<file path="config.mk">
export PLATFORM = sky130hd
export DESIGN_NAME = serial_payload_receiver
export DESIGN_NICKNAME = d
export VERILOG_FILES = /design/src/rtl/serial_pkg.sv /design/src/rtl/payload_fifo.sv /design/src/rtl/serial_payload_receiver.sv
export SDC_FILE = /design/constraint.sdc
export NUM_CORES = 1
export LEC_CHECK = 0
export BUFFER_PORTS_ARGS = -buffer_cell sky130_fd_sc_hd__buf_2
export CORE_ASPECT_RATIO = 2
export CORE_MARGIN = 5
export CORE_UTILIZATION = 55
export CTS_CLUSTER_DIAMETER = 40
export DETAILED_ROUTE_END_ITERATION = 7
export PLACE_DENSITY = 0.71
export SLEW_MARGIN = 20
export SYNTH_ARGS = -nofsm -noshare
export SYNTH_HDL_FRONTEND = slang
export SYNTH_SLANG_ARGS = --single-unit
</file>
<file path="constraint.sdc">
create_clock -name clk -period 5.8 [get_ports clk]
set_clock_uncertainty 0.15 [all_clocks]
set_input_delay 0.58 -clock clk [delete_from_list [all_inputs] [get_ports clk]]
set_output_delay 0.58 -clock clk [all_outputs]
set_load 0.01 [all_outputs]
</file>
<file path="src/rtl/serial_pkg.sv">
// serial_pkg: shared constants, types and helpers for the serial payload path.
package serial_pkg;

  localparam int unsigned DATA_W_DEF     = 32;
  localparam int unsigned FIFO_DEPTH_DEF = 2;
  localparam int unsigned DROP_CNT_W     = 8;

  // What happens to a word on the cycle it completes.
  typedef enum logic [1:0] {
    EV_NONE   = 2'd0,
    EV_PUSH   = 2'd1,
    EV_DROP   = 2'd2,
    EV_REJECT = 2'd3
  } word_event_e;

  // Increment that sticks at all-ones instead of wrapping.
  function automatic logic [DROP_CNT_W-1:0] sat_inc(input logic [DROP_CNT_W-1:0] v);
    return (v == '1) ? v : v + 1'b1;
  endfunction

endpackage

</file>
<file path="src/rtl/payload_fifo.sv">
// payload_fifo: small synchronous FIFO; an occupancy count separates full from empty.
// A push while full is legal when a pop happens on the same edge.
module payload_fifo #(
  parameter int unsigned DATA_W     = 32,
  parameter int unsigned FIFO_DEPTH = 2
) (
  input  logic              clk,
  input  logic              rst_n,
  input  logic              push,
  input  logic              pop,
  input  logic [DATA_W-1:0] wdata,
  output logic [DATA_W-1:0] rdata,
  output logic              full,
  output logic              empty
);

  localparam int unsigned PTR_W = (FIFO_DEPTH > 1) ? $clog2(FIFO_DEPTH) : 1;
  localparam int unsigned CNT_W = $clog2(FIFO_DEPTH) + 1;

  logic [DATA_W-1:0] mem_q [FIFO_DEPTH];
  logic [DATA_W-1:0] mem_d [FIFO_DEPTH];
  logic [PTR_W-1:0]  wr_ptr_q, wr_ptr_d;
  logic [PTR_W-1:0]  rd_ptr_q, rd_ptr_d;
  logic [CNT_W-1:0]  count_q, count_d;
  logic              do_pop;

  assign full  = (count_q == CNT_W'(FIFO_DEPTH));
  assign empty = (count_q == '0);
  assign rdata = mem_q[rd_ptr_q];

  // Pointer, count and storage update.
  always_comb begin
    mem_d    = mem_q;
    wr_ptr_d = wr_ptr_q;
    rd_ptr_d = rd_ptr_q;
    count_d  = count_q;
    do_pop   = pop && !empty;
    // When full, the write slot equals the head slot; the head leaves on the
    // same edge, so overwriting it is safe.
    if (push) begin
      mem_d[wr_ptr_q] = wdata;
      wr_ptr_d        = wr_ptr_q + 1'b1;
    end
    if (do_pop) begin
      rd_ptr_d = rd_ptr_q + 1'b1;
    end
    case ({push, do_pop})
      2'b10:   count_d = count_q + 1'b1;
      2'b01:   count_d = count_q - 1'b1;
      default: count_d = count_q;
    endcase
  end

  // FIFO state registers.
  always_ff @(posedge clk or negedge rst_n) begin
    if (!rst_n) begin
      for (int unsigned i = 0; i < FIFO_DEPTH; i++) begin
        mem_q[i] <= '0;
      end
      wr_ptr_q <= '0;
      rd_ptr_q <= '0;
      count_q  <= '0;
    end else begin
      mem_q    <= mem_d;
      wr_ptr_q <= wr_ptr_d;
      rd_ptr_q <= rd_ptr_d;
      count_q  <= count_d;
    end
  end

endmodule

</file>
<file path="src/rtl/serial_payload_receiver.sv">
// serial_payload_receiver: assembles DATA_W serial payload bits per detector
// window into words, buffers them and offers them via valid/ready.
// Optional even-parity rejection is built when PAR_CHECK_EN is defined.
module serial_payload_receiver
  import serial_pkg::*;
#(
  parameter int unsigned DATA_W     = DATA_W_DEF,
  parameter int unsigned FIFO_DEPTH = FIFO_DEPTH_DEF,
  parameter bit          MSB_FIRST  = 1'b1
) (
  input  logic                  clk,
  input  logic                  rst_n,
  input  logic                  ser_data,
  input  logic                  frame_valid,
  output logic [DATA_W-1:0]     out_data,
  output logic                  out_valid,
  input  logic                  out_ready,
  output logic                  abort,
  output logic                  overflow,
  output logic [DROP_CNT_W-1:0] drop_cnt
`ifdef PAR_CHECK_EN
  ,
  output logic                  parity_err
`endif
);

  localparam int unsigned CNT_W = $clog2(DATA_W) + 1;

  logic [DATA_W-1:0]     shift_q, shift_d;
  logic [CNT_W-1:0]      bit_cnt_q, bit_cnt_d;
  logic                  abort_q, abort_d;
  logic                  overflow_q, overflow_d;
  logic [DROP_CNT_W-1:0] drop_cnt_q, drop_cnt_d;
  logic                  complete;
  logic                  push, pop;
  logic                  fifo_full, fifo_empty;
  word_event_e           word_ev;
`ifdef PAR_CHECK_EN
  logic                  parity_err_q, parity_err_d;
`endif

  assign out_valid = !fifo_empty;
  assign pop       = out_valid && out_ready;
  assign abort     = abort_q;
  assign overflow  = overflow_q;
  assign drop_cnt  = drop_cnt_q;
`ifdef PAR_CHECK_EN
  assign parity_err = parity_err_q;
`endif

  // Shift path, bit counter and partial-frame abort detection.
  always_comb begin
    shift_d   = shift_q;
    bit_cnt_d = bit_cnt_q;
    complete  = 1'b0;
    abort_d   = 1'b0;
    if (frame_valid) begin
      if (MSB_FIRST) begin
        shift_d = {shift_q[DATA_W-2:0], ser_data};
      end else begin
        shift_d = {ser_data, shift_q[DATA_W-1:1]};
      end
      if (bit_cnt_q == CNT_W'(DATA_W - 1)) begin
        complete  = 1'b1;
        bit_cnt_d = '0;
      end else begin
        bit_cnt_d = bit_cnt_q + 1'b1;
      end
    end else if (bit_cnt_q != '0) begin
      abort_d   = 1'b1;
      bit_cnt_d = '0;
      shift_d   = '0;
    end
  end

  // Decide the fate of a completed word and update the event flags.
  // shift_d already contains the bit sampled on the completing cycle.
  always_comb begin
    word_ev = EV_NONE;
    if (complete) begin
`ifdef PAR_CHECK_EN
      if (^shift_d) begin
        word_ev = EV_REJECT;
      end else if (!fifo_full || pop) begin
        word_ev = EV_PUSH;
      end else begin
        word_ev = EV_DROP;
      end
`else
      if (!fifo_full || pop) begin
        word_ev = EV_PUSH;
      end else begin
        word_ev = EV_DROP;
      end
`endif
    end
    push       = (word_ev == EV_PUSH);
    overflow_d = (word_ev == EV_DROP);
    drop_cnt_d = overflow_d ? sat_inc(drop_cnt_q) : drop_cnt_q;
`ifdef PAR_CHECK_EN
    parity_err_d = (word_ev == EV_REJECT);
`endif
  end

  // Assembly and event-flag registers.
  always_ff @(posedge clk or negedge rst_n) begin
    if (!rst_n) begin
      shift_q      <= '0;
      bit_cnt_q    <= '0;
      abort_q      <= 1'b0;
      overflow_q   <= 1'b0;
      drop_cnt_q   <= '0;
`ifdef PAR_CHECK_EN
      parity_err_q <= 1'b0;
`endif
    end else begin
      shift_q      <= shift_d;
      bit_cnt_q    <= bit_cnt_d;
      abort_q      <= abort_d;
      overflow_q   <= overflow_d;
      drop_cnt_q   <= drop_cnt_d;
`ifdef PAR_CHECK_EN
      parity_err_q <= parity_err_d;
`endif
    end
  end

  payload_fifo #(
    .DATA_W    (DATA_W),
    .FIFO_DEPTH(FIFO_DEPTH)
  ) u_fifo (
    .clk  (clk),
    .rst_n(rst_n),
    .push (push),
    .pop  (pop),
    .wdata(shift_d),
    .rdata(out_data),
    .full (fifo_full),
    .empty(fifo_empty)
  );

endmodule

</file>
==> reports/metrics.cfg, run 1 <==
[clocking]
clock_path_buffers = 2
clkTransAtPathRegs_ps = 50
cts-htree-levels = 4
cts_made_buffers = 17
insertion_delay_ps = 400
cts_tree = built
postCtsSetupRepairBufs = 0
cts-resized-gates = 0
postCtsHoldBufs = 0
root_buffer = clkbuf_16
clock-sinks = 116

[min_path]
hold_path.class = primary input to asynchronous set/reset pin

[synth]
yosys.area_share.simple_pct = 4.86
syn_avg_cell_area_sq_um = 14.5
synth-adder-area-share_pct = 1.04
synthXorXnorAreaFrac_pct = 2.55
synth.top_cell.area_share_pct = 60.3
synth_compound_area_share_pct = 6.03
synth_area_sq_mm = 0.00482
yosysTopAreaCell = dfrtp_1
synth_nets = 341
yosysSeqAreaShare_pct = 60.3
syn_inst = 332
synth_top_family_by_area = multiplexers
ys_types = 28
ys_warn_count = 0
synth-seq-cells = 116
synthTopCellsByArea = dfrtp_1 60%, mux2_2 22%, a22o_1 5.8%
synthMuxAreaShare_pct = 23.1

[floorplan]
die_area_sq_mm = 0.0108
die_h_um = 142
core_area_sq_mm = 0.00859
fp.dieW_um = 76.2
io_pins = 48
initial_core_util_pct = 56.1
core.rowCount = 48

[critical_path]
reg2regPathDepth = 6
end_kind = primary output
crit_required_ps = 5070
crit_path_cell_trace = buf_4 -> mux2_2 -> buf_2
r2r-start = bit_cnt_q[0]
startpoint_type = flop
critPathBufInv = 2
cp.arrival_ps = 1710
worstReg2RegEnd = u_fifo.mem_q[5]
cpPeakStageDelay_ps = 420
path_class = flop to primary output
crit_family = buffers and inverters
reg2reg_slack_ps = 3470
cp_max_fo = 33
critPathSlowestCell = buf_4

[placement]
place_ws_ps = 2980
io_buffers = 47
gp_congestion = 0.714
place_inst = 466
dpl.hpwl_mm = 5.56

[layout]
area_growth_pct = 19.1
fillCellCount = 642
drive_above_1_share_pct = 45.1
diodes = 0
final_cell_mix = 116 x dfrtp_1, 95 x mux2_2, 46 x buf_2
final_nets = 394
final_common_cell = dfrtp_1
stdcell_count = 495

[drt]
wl_per_cell_um = 18.3
via_per_inst = 5.78
drt.antenna.violating_nets = 0
drtIter0Drc = 138
wirelength_mm = 9.06
drc_errors = 0
vias = 2861
dr.pass1.iters = 4

[pwr]
p_comb_share_pct = 10.6
power_density_mw_per_mm2 = 365
p_sw_share_pct = 22.9
vdd_drop_max_v = 0.000294
p_switching_uw = 479
p_int_mw = 1.62
seqPwrFrac_pct = 41.0
clkPwrFrac_pct = 48.4
leakage_nw = 3.02

[job]
drv_cap = 0

[timing]
layout_setup_ws_ps = 3360
fin_setup_tns_ps = 0
max_freq_mhz = 410
drv_slew = 0
min_period_ps = 2440
setup_violations = 0
hold_viol = 0
tightest_slew_ps = 920
rsz0062_at_grt = no
max_slew_margin_pct = 38.7
min_period_over_period_pct = 42.1

[global_route]
first_global_vias = 3195
grt_usage_pct = 18.1
grt_max_degree = 76
grt_remaining_overflow = 0
grt_pass1_wl_mm = 15.6
antenna_found_initial = 0

[run_status]
status = finished, final reports clean

power groups by stage:
| stage | Combinational, mW | Clock [mW] | Sequential, mW |
|---|---|---|---|
| 3_3_place_gp | 0.218 | 0 | 0.871 |
| 5_1_grt | 0.248 | 1.07 | 0.863 |
| 2_1_floorplan | 0.157 | 0 | 0.868 |
| 4_1_cts | 0.225 | 1.03 | 0.859 |
| 6_report | 0.222 | 1.01 | 0.859 |
| 3_5_place_dp | 0.224 | 0 | 0.872 |
worst reg2reg max path, cell delays in order, from the launching register on:
cell     delay, ps
dfrtp_1        400
ha_1           210
nand3_1        220
nor3b_1        370
nand4_1        140
buf_4          340
mux2_1         380
cell families (layout without fill, tap and decap cells):
group,count (synthesis),count (layout)
AOI/OAI and AO/OA,34,34
xor gates and xnor gates,14,14
adders and majority gates,4,4
buffers and inverters,24,87
DFF,116,116
muxes,99,99
and+or+nand+nor,41,41
per-stage QoR:
stage | utilization [%] | total power [mW] | hold slack, ps | area, sq um
2_1_floorplan | - | 1.03 | 134 | 4820
3_3_place_gp | 60.0 | 1.09 | 319 | 5150
3_5_place_dp | 60.0 | 1.10 | 322 | 5150
4_1_cts | 66.8 | 2.11 | 204 | 5740
5_1_grt | 66.8 | 2.18 | 256 | 5740
6_report | 66.8 | 2.09 | 164 | 5740
cell usage after synthesis:
master    instances
nor4_1            2
buf_2             4
nor3b_1           2
and2_1            3
nand3_1           6
nor2_1            9
or2_2             1
nor4b_2           1
nor3_1            2
inv_1             6
buf_6             1
or3_1             1
mux2_1            4
xnor2_1           6
or3b_4            1
nand2_1           5
nand4_1           3
o21ai_0           2
dfrtp_1         116
clkbuf_1         13
nand3b_1          1
nand2b_1          2
or4_1             1
nor3_2            1
xor2_1            8
mux2_2           95
ha_1              4
a22o_1           32
per-layer routing:
layer | vias up | share of wire [%] | routed length [um] | track usage, %
met5 | - | 0 | 0 | 0
met4 | 0 | 1.4 | 129 | 6.91
met3 | 9 | 4.0 | 365 | 5.32
met2 | 58 | 54 | 4890 | 32.0
met1 | 1493 | 41 | 3680 | 20.6
li1 | 1301 | - | - | -
sequential cells by signal, indices dropped and copies added (netlist names):
name / flops
u_fifo.mem_q: 64
shift_q: 32
drop_cnt: 8
bit_cnt_q: 6
u_fifo.count_q: 2
abort: 1
overflow: 1
u_fifo.rd_ptr_q: 1
u_fifo.wr_ptr_q: 1
cell type report:
class                      instances  area (sq um)  area share (%)
multi-input combinational        192          1830            31.8
tap                              100           125            2.18
clock inverter                     4          70.1            1.22
sequential                       116          2900            50.6
timing repair buffer              52           275            4.80
clock buffer                      25           515            8.98
inverter                           6          22.5           0.392
worst max-delay path by stage:
stage / slack (ps) / start / depth (start not counted) / endpoint
after CTS: 3340 / u_fifo.rd_ptr_q / 3 / out_data[30]
final: 3360 / u_fifo.rd_ptr_q / 3 / out_data[8]
after detailed placement: 2980 / frame_valid / 5 / drop_cnt[7]
after floorplan: 3550 / out_ready / 5 / drop_cnt[6]
after global placement: 3050 / frame_valid / 5 / drop_cnt[7]
after global routing: 3230 / frame_valid / 5 / drop_cnt[7]
Power figures use the tool's default switching activity.
==> run 2, diff against run 1 <==
CORE_UTILIZATION = 53   (was 55)
PLACE_DENSITY = 0.72   (was 0.71)
clock period = 2.1 ns   (was 5.8 ns; I/O delays follow)
==> run 2 against run 1 <==
Global-route usage is 0.096 points lower. Register-to-register slack worse by 3400 ps. Clock power grew to 2.6 times the previous value. Largest power group unchanged. Worst hold slack worse by 110 ps. Cell area is 3.7% higher. Sequential share of layout area is 1.8 points lower.
==> reports/metrics.cfg, run 2 (same netlist as run 1, synthesis figures left out) <==
[layout]
largest_reg_flops = 64  ; unchanged
stdcell_count = 518  ; +4.6%
drive_above_1_share_pct = 48.8  ; +3.7 points
diodes = 0  ; unchanged
final_common_cell = dfrtp_1
fin_area_sq_mm = 0.00595  ; +3.7%
area_growth_pct = 23.6
final_nets = 412  ; +4.6%
final_cell_mix = 116 x dfrtp_1, 95 x mux2_2, 46 x buf_2
top_register = u_fifo.mem_q

[global_route]
grt_remaining_overflow = 0  ; unchanged
grt_max_degree = 40  ; -47%
grt_usage_pct = 18.0  ; -0.096 points
antenna_found_initial = 0  ; unchanged
grt_pass1_wl_mm = 15.7  ; +0.66%
first_global_vias = 3178  ; -0.53%

[pwr]
p_comb_share_pct = 12.7  ; +2.1 points
clkPwrFrac_pct = 46.1  ; -2.3 points
vdd_drop_max_v = 0.000716  ; +140%
p_int_mw = 4.35  ; +170%
seqPwrFrac_pct = 41.3  ; +0.3 points
leakage_nw = 3.12  ; +3.1%
p_sw_share_pct = 23.9  ; +1.0 points
p_switching_mw = 1.36  ; +180%
power_density_mw_per_mm2 = 961  ; +160%

[critical_path]
crit_required_ps = 2240  ; -2830 ps
cpPeakStageDelay_ps = 360  ; -60 ps
critPathMostFrequentCell = buf_4
crit_path_cell_trace = ha_2 -> nand3_2 -> buf_4 -> nor4b_4 -> buf_4 -> clkbuf_16 -> mux2_2
worstReg2RegEnd = u_fifo.mem_q[43]
cp_max_fo = 16  ; -52%
end_kind = flop
critPathSlowestCell = dfrtp_1
reg2reg_slack_ps = 40  ; -3430 ps
cp.arrival_ps = 2190  ; +480 ps
startpoint_type = flop
reg2regPathDepth = 7  ; +1
path_class = flop to flop
r2r-start = bit_cnt_q[1]

[timing]
min_period_over_period_pct = 98.0
drv_slew = 0  ; unchanged
rsz0062_at_grt = yes
tightest_slew_ps = 510  ; -410 ps
max_slew_margin_pct = 66.0  ; +27 points
min_period_ps = 2060
max_freq_mhz = 486
hold_viol = 0  ; unchanged
setup_violations = 0  ; unchanged

[drt]
vias = 2956  ; +3.3%
drtIter0Drc = 109  ; -21%
drc_errors = 0  ; unchanged
via_per_inst = 5.71  ; -1.3%
drt.antenna.violating_nets = 0  ; unchanged
wirelength_mm = 9.41  ; +3.9%
wl_per_cell_um = 18.2  ; -0.73%
dr.pass1.iters = 4  ; unchanged

[floorplan]
initial_core_util_pct = 53.8  ; -2.3 points
core_area_sq_mm = 0.00895  ; +4.2%
die_h_um = 145  ; +1.7%
fp.dieW_um = 77.4  ; +1.6%
core.rowCount = 49  ; +2.1%
die_area_sq_mm = 0.0112  ; +3.4%
io_pins = 48  ; unchanged

[placement]
place_area_sq_mm = 0.00530  ; +2.8%
io_buffers = 47  ; unchanged
gp_congestion = 0.743  ; +3.9%
dpl.hpwl_mm = 5.94  ; +6.7%
place_inst = 481  ; +3.2%

[clocking]
clock_path_buffers = 2  ; unchanged
cts-htree-levels = 4  ; unchanged
clock-sinks = 116  ; unchanged
clkTransAtPathRegs_ps = 50  ; about the same
cts_made_buffers = 17  ; unchanged
root_buffer = clkbuf_16
insertion_delay_ps = 410  ; about the same
cts_tree = built

[min_path]
min_to = u_fifo.rd_ptr_q
hp-start = out_ready
hold_path.class = primary input to flop
whs_path_depth = 3

[run_status]
status = finished, final reports clean

[job]
drv_cap = 0  ; unchanged

-- run 2: cell count changes in the layout (fill, tap and decap cells not counted), sizes merged --
cell | before | now
buf | 52 | 67
bufinv | 2 | 0
clkbuf | 25 | 30
clkinv | 2 | 3
dlygate4sd3 | 0 | 2
-- run 2: worst max-delay path by stage --
stage | start | cells past startpoint | end | slack (ps)
floorplan | bit_cnt_q[0] | 5 | u_fifo.mem_q[43] | -50
global placement | u_fifo.count_q[0] | 4 | drop_cnt[7] | -30
detailed placement | u_fifo.count_q[0] | 4 | drop_cnt[7] | -40
CTS | bit_cnt_q[1] | 6 | u_fifo.mem_q[62] | -0.3
global route | bit_cnt_q[1] | 7 | u_fifo.mem_q[60] | -20
finish | bit_cnt_q[1] | 7 | u_fifo.mem_q[43] | 40
-- run 2: area by class of cell --
class / count / area, sq um
Clock buffer: 29 / 541
Tap cell: 102 / 128
Sequential cell: 116 / 2900
Timing Repair Buffer: 70 / 470
Clock inverter: 3 / 15.0
Fill cell: 671 / 3000
Inverter: 6 / 22.5
Multi-Input combinational cell: 192 / 1870
-- run 2: critical path, delay by kind of cell, from the launching register on --
family / cells / cell delay, ps
simple gates: 2 / 310
mux: 1 / 350
flops: 1 / 360
fa+ha+maj: 1 / 200
buf+inv: 3 / 560
-- run 2: metrics by stage --
step | total power, mW | util (%) | TNS, ps | hold slack [ps] | setup WS, ps
final | 5.72 | 66.5 | 0 | 55.4 | 42.7
after global routing | 5.95 | 66.5 | -258 | 40.8 | -22.1
after CTS | 5.77 | 65.8 | -0.312 | 33.1 | -0.312
after detailed placement | 3.12 | 59.2 | -72.4 | 69.0 | -44.4
after global placement | 3.10 | 59.2 | -38.3 | 62.3 | -27.6
after floorplan | 2.83 | - | -930 | -236 | -46.5
-- run 2: layer usage --
layer  vias to the layer above  GRT usage [%]  wire, um
li1                       1341              -         -
met1                      1550           20.0      3790
met2                        57           31.9      5090
met3                         8           6.13       388
met4                         0           6.52       150
met5                         -              0         0
-- run 2: power groups by stage --
stage	sequential (mW)	combinational (mW)	clock [mW]
floorplan	2.40	0.434	0
global placement	2.39	0.713	0
detailed placement	2.39	0.727	0
CTS	2.36	0.737	2.68
global route	2.37	0.792	2.79
finish	2.36	0.725	2.63
-- run 2: repair_timing --
| item | CTS | global route |
|---|---|---|
| setup buffers | 0 | 2 |
| hold buffers | 2 | 0 |
| endpoints found under the setup margin | 3 | 67 |
| pin swaps | 0 | 3 |
| gates resized for setup | 3 | 5 |
| gates cloned | 0 | 1 |
| endpoints found under the hold margin | 36 | 0 |
==> run 3, diff against run 2 <==
CORE_MARGIN = 4   (was 5)
SYNTH_HIERARCHICAL = 1   (was unset)
==> run 3 against run 2 <==
The flow now finishes with violations (setup timing). Maximum frequency shrank 3.3%. Area after synthesis increased by 0.23%. Count of clock-buffer cells in the layout decreased by 6. First-iteration DRC count grew 0.92%. Largest cell class unchanged. Largest power group unchanged.
==> reports/metrics.cfg, run 3 <==
[floorplan]
die_area_sq_mm = 0.0108  ; -3.7%
core_area_sq_mm = 0.00895  ; unchanged
initial_core_util_pct = 53.9  ; +0.13 points
io_pins = 48  ; unchanged
die_h_um = 143  ; -1.3%
fp.dieW_um = 75.5  ; -2.5%
core.rowCount = 49  ; unchanged

[pwr]
p_switching_mw = 1.47  ; +7.7%
clkPwrFrac_pct = 48.6  ; +2.5 points
power_density_mw_per_mm2 = 1030  ; +7.6%
seqPwrFrac_pct = 38.0  ; -3.3 points
finalPower_mw = 6.30  ; +10%
leakage_nw = 3.22  ; +3.1%
p_int_mw = 4.83  ; +11%
p_sw_share_pct = 23.3  ; -0.53 points
p_comb_share_pct = 13.4  ; +0.7 points
vdd_drop_max_v = 0.000733  ; +2.4%

[timing]
fin_setup_tns_ps = -27.9  ; -27.9 ps
max_freq_mhz = 470  ; -3.3%
max_slew_margin_pct = 65.3  ; -0.72 points
hold_viol = 0  ; unchanged
drv_slew = 0  ; unchanged
rsz0062_at_grt = yes
min_period_ps = 2130  ; +70.7 ps
tightest_slew_ps = 521  ; +10.8 ps
setup_violations = 1  ; +1
min_period_over_period_pct = 101  ; +3.4 points
layout_setup_ws_ps = -27.9  ; -70.7 ps

[drt]
drt.antenna.violating_nets = 0  ; unchanged
drtIter0Drc = 110  ; +0.92%
vias = 2978  ; +0.74%
wirelength_mm = 9.42  ; about the same
via_per_inst = 5.68  ; -0.41%
dr.pass1.iters = 4  ; unchanged
drc_errors = 0  ; unchanged
wl_per_cell_um = 18.0  ; -1.1%

[synth]
synth_enable_flop_cells = 0  ; unchanged
yosysSeqAreaShare_pct = 60.1  ; -0.14 points
ys_warn_count = 6  ; +6
syn_avg_cell_area_sq_um = 14.5  ; about the same
ys_async_sr_fraction_pct = 100  ; unchanged
synth-seq-cells = 116  ; unchanged
synth_most_common_cell = dfrtp_1
synth_ff_type = dfrtp_1
yosysTopAreaCell = dfrtp_1
synth.top_cell.area_share_pct = 60.1  ; -0.14 points
synth_common_cells = 116 x dfrtp_1, 97 x mux2_2, 33 x a22o_1, 9 x xor2_1, 8 x nor2_1
synthTopCellsByArea = dfrtp_1 60%, mux2_2 23%, a22o_1 6.0%
synth_area_sq_mm = 0.00483  ; +0.23%
ys_types = 28  ; unchanged
synth_nets = 342  ; +0.29%
syn_inst = 333  ; +0.30%

[critical_path]
cp_max_fo = 7  ; -9
cp.arrival_ps = 2270  ; +80 ps
critPathSlowestCell = or4b_4
end_kind = flop
path_class = flop to flop
crit_required_ps = 2240  ; about the same
crit_family = simple AND/OR/NAND/NOR gates
critPathBufInv = 0  ; -3
crit_path_cell_trace = ha_2 -> nand4_1 -> or4b_4 -> nor3_4 -> mux2_4
startpoint_type = flop
cpPeakStageDelay_ps = 600  ; +240 ps

[global_route]
grt_usage_pct = 19.1  ; +1.1 points
grt_remaining_overflow = 0  ; unchanged
first_global_vias = 3193  ; +0.47%
grt_max_degree = 40  ; unchanged
antenna_found_initial = 0  ; unchanged
grt_pass1_wl_mm = 15.4  ; -2.2%

[clocking]
cts_tree = built
clock_path_buffers = 2  ; unchanged
clock-sinks = 116  ; unchanged
cts_made_buffers = 17  ; unchanged
insertion_delay_ps = 410  ; about the same
root_buffer = clkbuf_16
clkTransAtPathRegs_ps = 50  ; about the same
cts-htree-levels = 4  ; unchanged

[layout]
stdcell_count = 524  ; +1.2%
diodes = 0  ; unchanged
fillCellCount = 639  ; -4.8%
final_cell_mix = 115 x dfrtp_1, 96 x mux2_2, 46 x buf_2
final_nets = 418  ; +1.5%
fin_area_sq_mm = 0.00609  ; +2.4%
final_common_cell = dfrtp_1
largest_reg_flops = 64  ; unchanged
area_growth_pct = 26.2
drive_above_1_share_pct = 50.5  ; +1.7 points
top_register = u_fifo/mem_q

[run_status]
violations = setup timing
status = finished, violations left

[placement]
io_buffers = 47  ; unchanged
place_area_sq_mm = 0.00534  ; +0.83%
place_ws_ps = -50.3  ; -5.88 ps
gp_congestion = 0.820  ; +10%
place_inst = 486  ; +1.0%
dpl.hpwl_mm = 5.79  ; -2.5%

[min_path]
hold_path.class = primary input to asynchronous set/reset pin

[job]
drv_cap = 0  ; unchanged

[run 3: cell count changes in the layout (fill, tap and decap cells not counted), moves of 3 or more]
cell,before,now
xnor2_1,6,3
clkbuf_1,5,2
bufinv_16,0,4
buf_6,0,3
nor2b_1,0,4
clkbuf_8,7,4
[run 3: cells by family (layout without fill, tap and decap cells)]
group | after synthesis | after routing | synth area share, %
fa+ha+maj | 4 | 4 | 1.04
flops | 116 | 116 | 60.1
buf+inv | 24 | 113 | 2.51
compound gates | 39 | 39 | 6.63
mux | 99 | 99 | 23.1
simple gates | 39 | 39 | 4.43
xor+xnor | 12 | 12 | 2.18
[run 3: power groups by stage]
stage               Sequential (mW)  Clock, mW  Combinational [mW]
floorplan                      2.41          0               0.469
global placement               2.42          0               0.772
detailed placement             2.42          0               0.785
CTS                            2.39       3.10               0.795
global route                   2.40       3.21               0.929
finish                         2.39       3.06               0.843
[run 3: area by class of cell]
cell class	instances	area, sq um	area share, %
Sequential cell	116	2900	47.7
Multi-Input combinational cell	193	1860	30.5
Timing Repair Buffer	75	544	8.93
Clock buffer	23	488	8.01
Clock inverter	9	149	2.44
Tap cell	102	128	2.09
Inverter	6	22.5	0.370
[run 3: per-stage QoR]
stage               hold slack, ps  util (%)
floorplan                     -236         -
global placement              66.4      59.6
detailed placement            77.8      59.6
CTS                            152      67.1
global route                   222      68.1
finish                         170      68.1
[run 3: layer usage]
layer	global-route usage [%]	part of all wire [%]
met5	0	0
met4	7.00	2.2
met2	32.1	56
met1	22.0	39
met3	6.55	3.6
[run 3: worst register-to-register path, delay by kind of cell (launching register included)]
family,cells,cell delay [ps]
adder cells (fa/ha/maj),1,190
flip-flops,1,370
multiplexers,1,310
AND/OR/NAND/NOR,3,990
[run 3: worst paths after layout]
check	cells past startpoint	slack, ps	end	startpoint
min	2	170	drop_cnt[5]	rst_n
max in group asynchronous	3	1040	u_fifo/mem_q[8]	rst_n
max reg2reg	5	-30	drop_cnt[6]	bit_cnt_q[0]
min reg2reg	1	340	u_fifo/mem_q[37]	u_fifo/mem_q[37]
min in group clk	4	200	overflow	frame_valid
max	5	-30	drop_cnt[6]	bit_cnt_q[0]
[run 3: timing repair]
action / in CTS / in global routing
setup buffers: 0 / 3
pin swaps: 0 / 1
cloned: 0 / 1
gates resized for setup: 3 / 10
endpoints found under the hold margin: 37 / 0
endpoints found under the setup margin: 12 / 47
hold buffers: 2 / 0
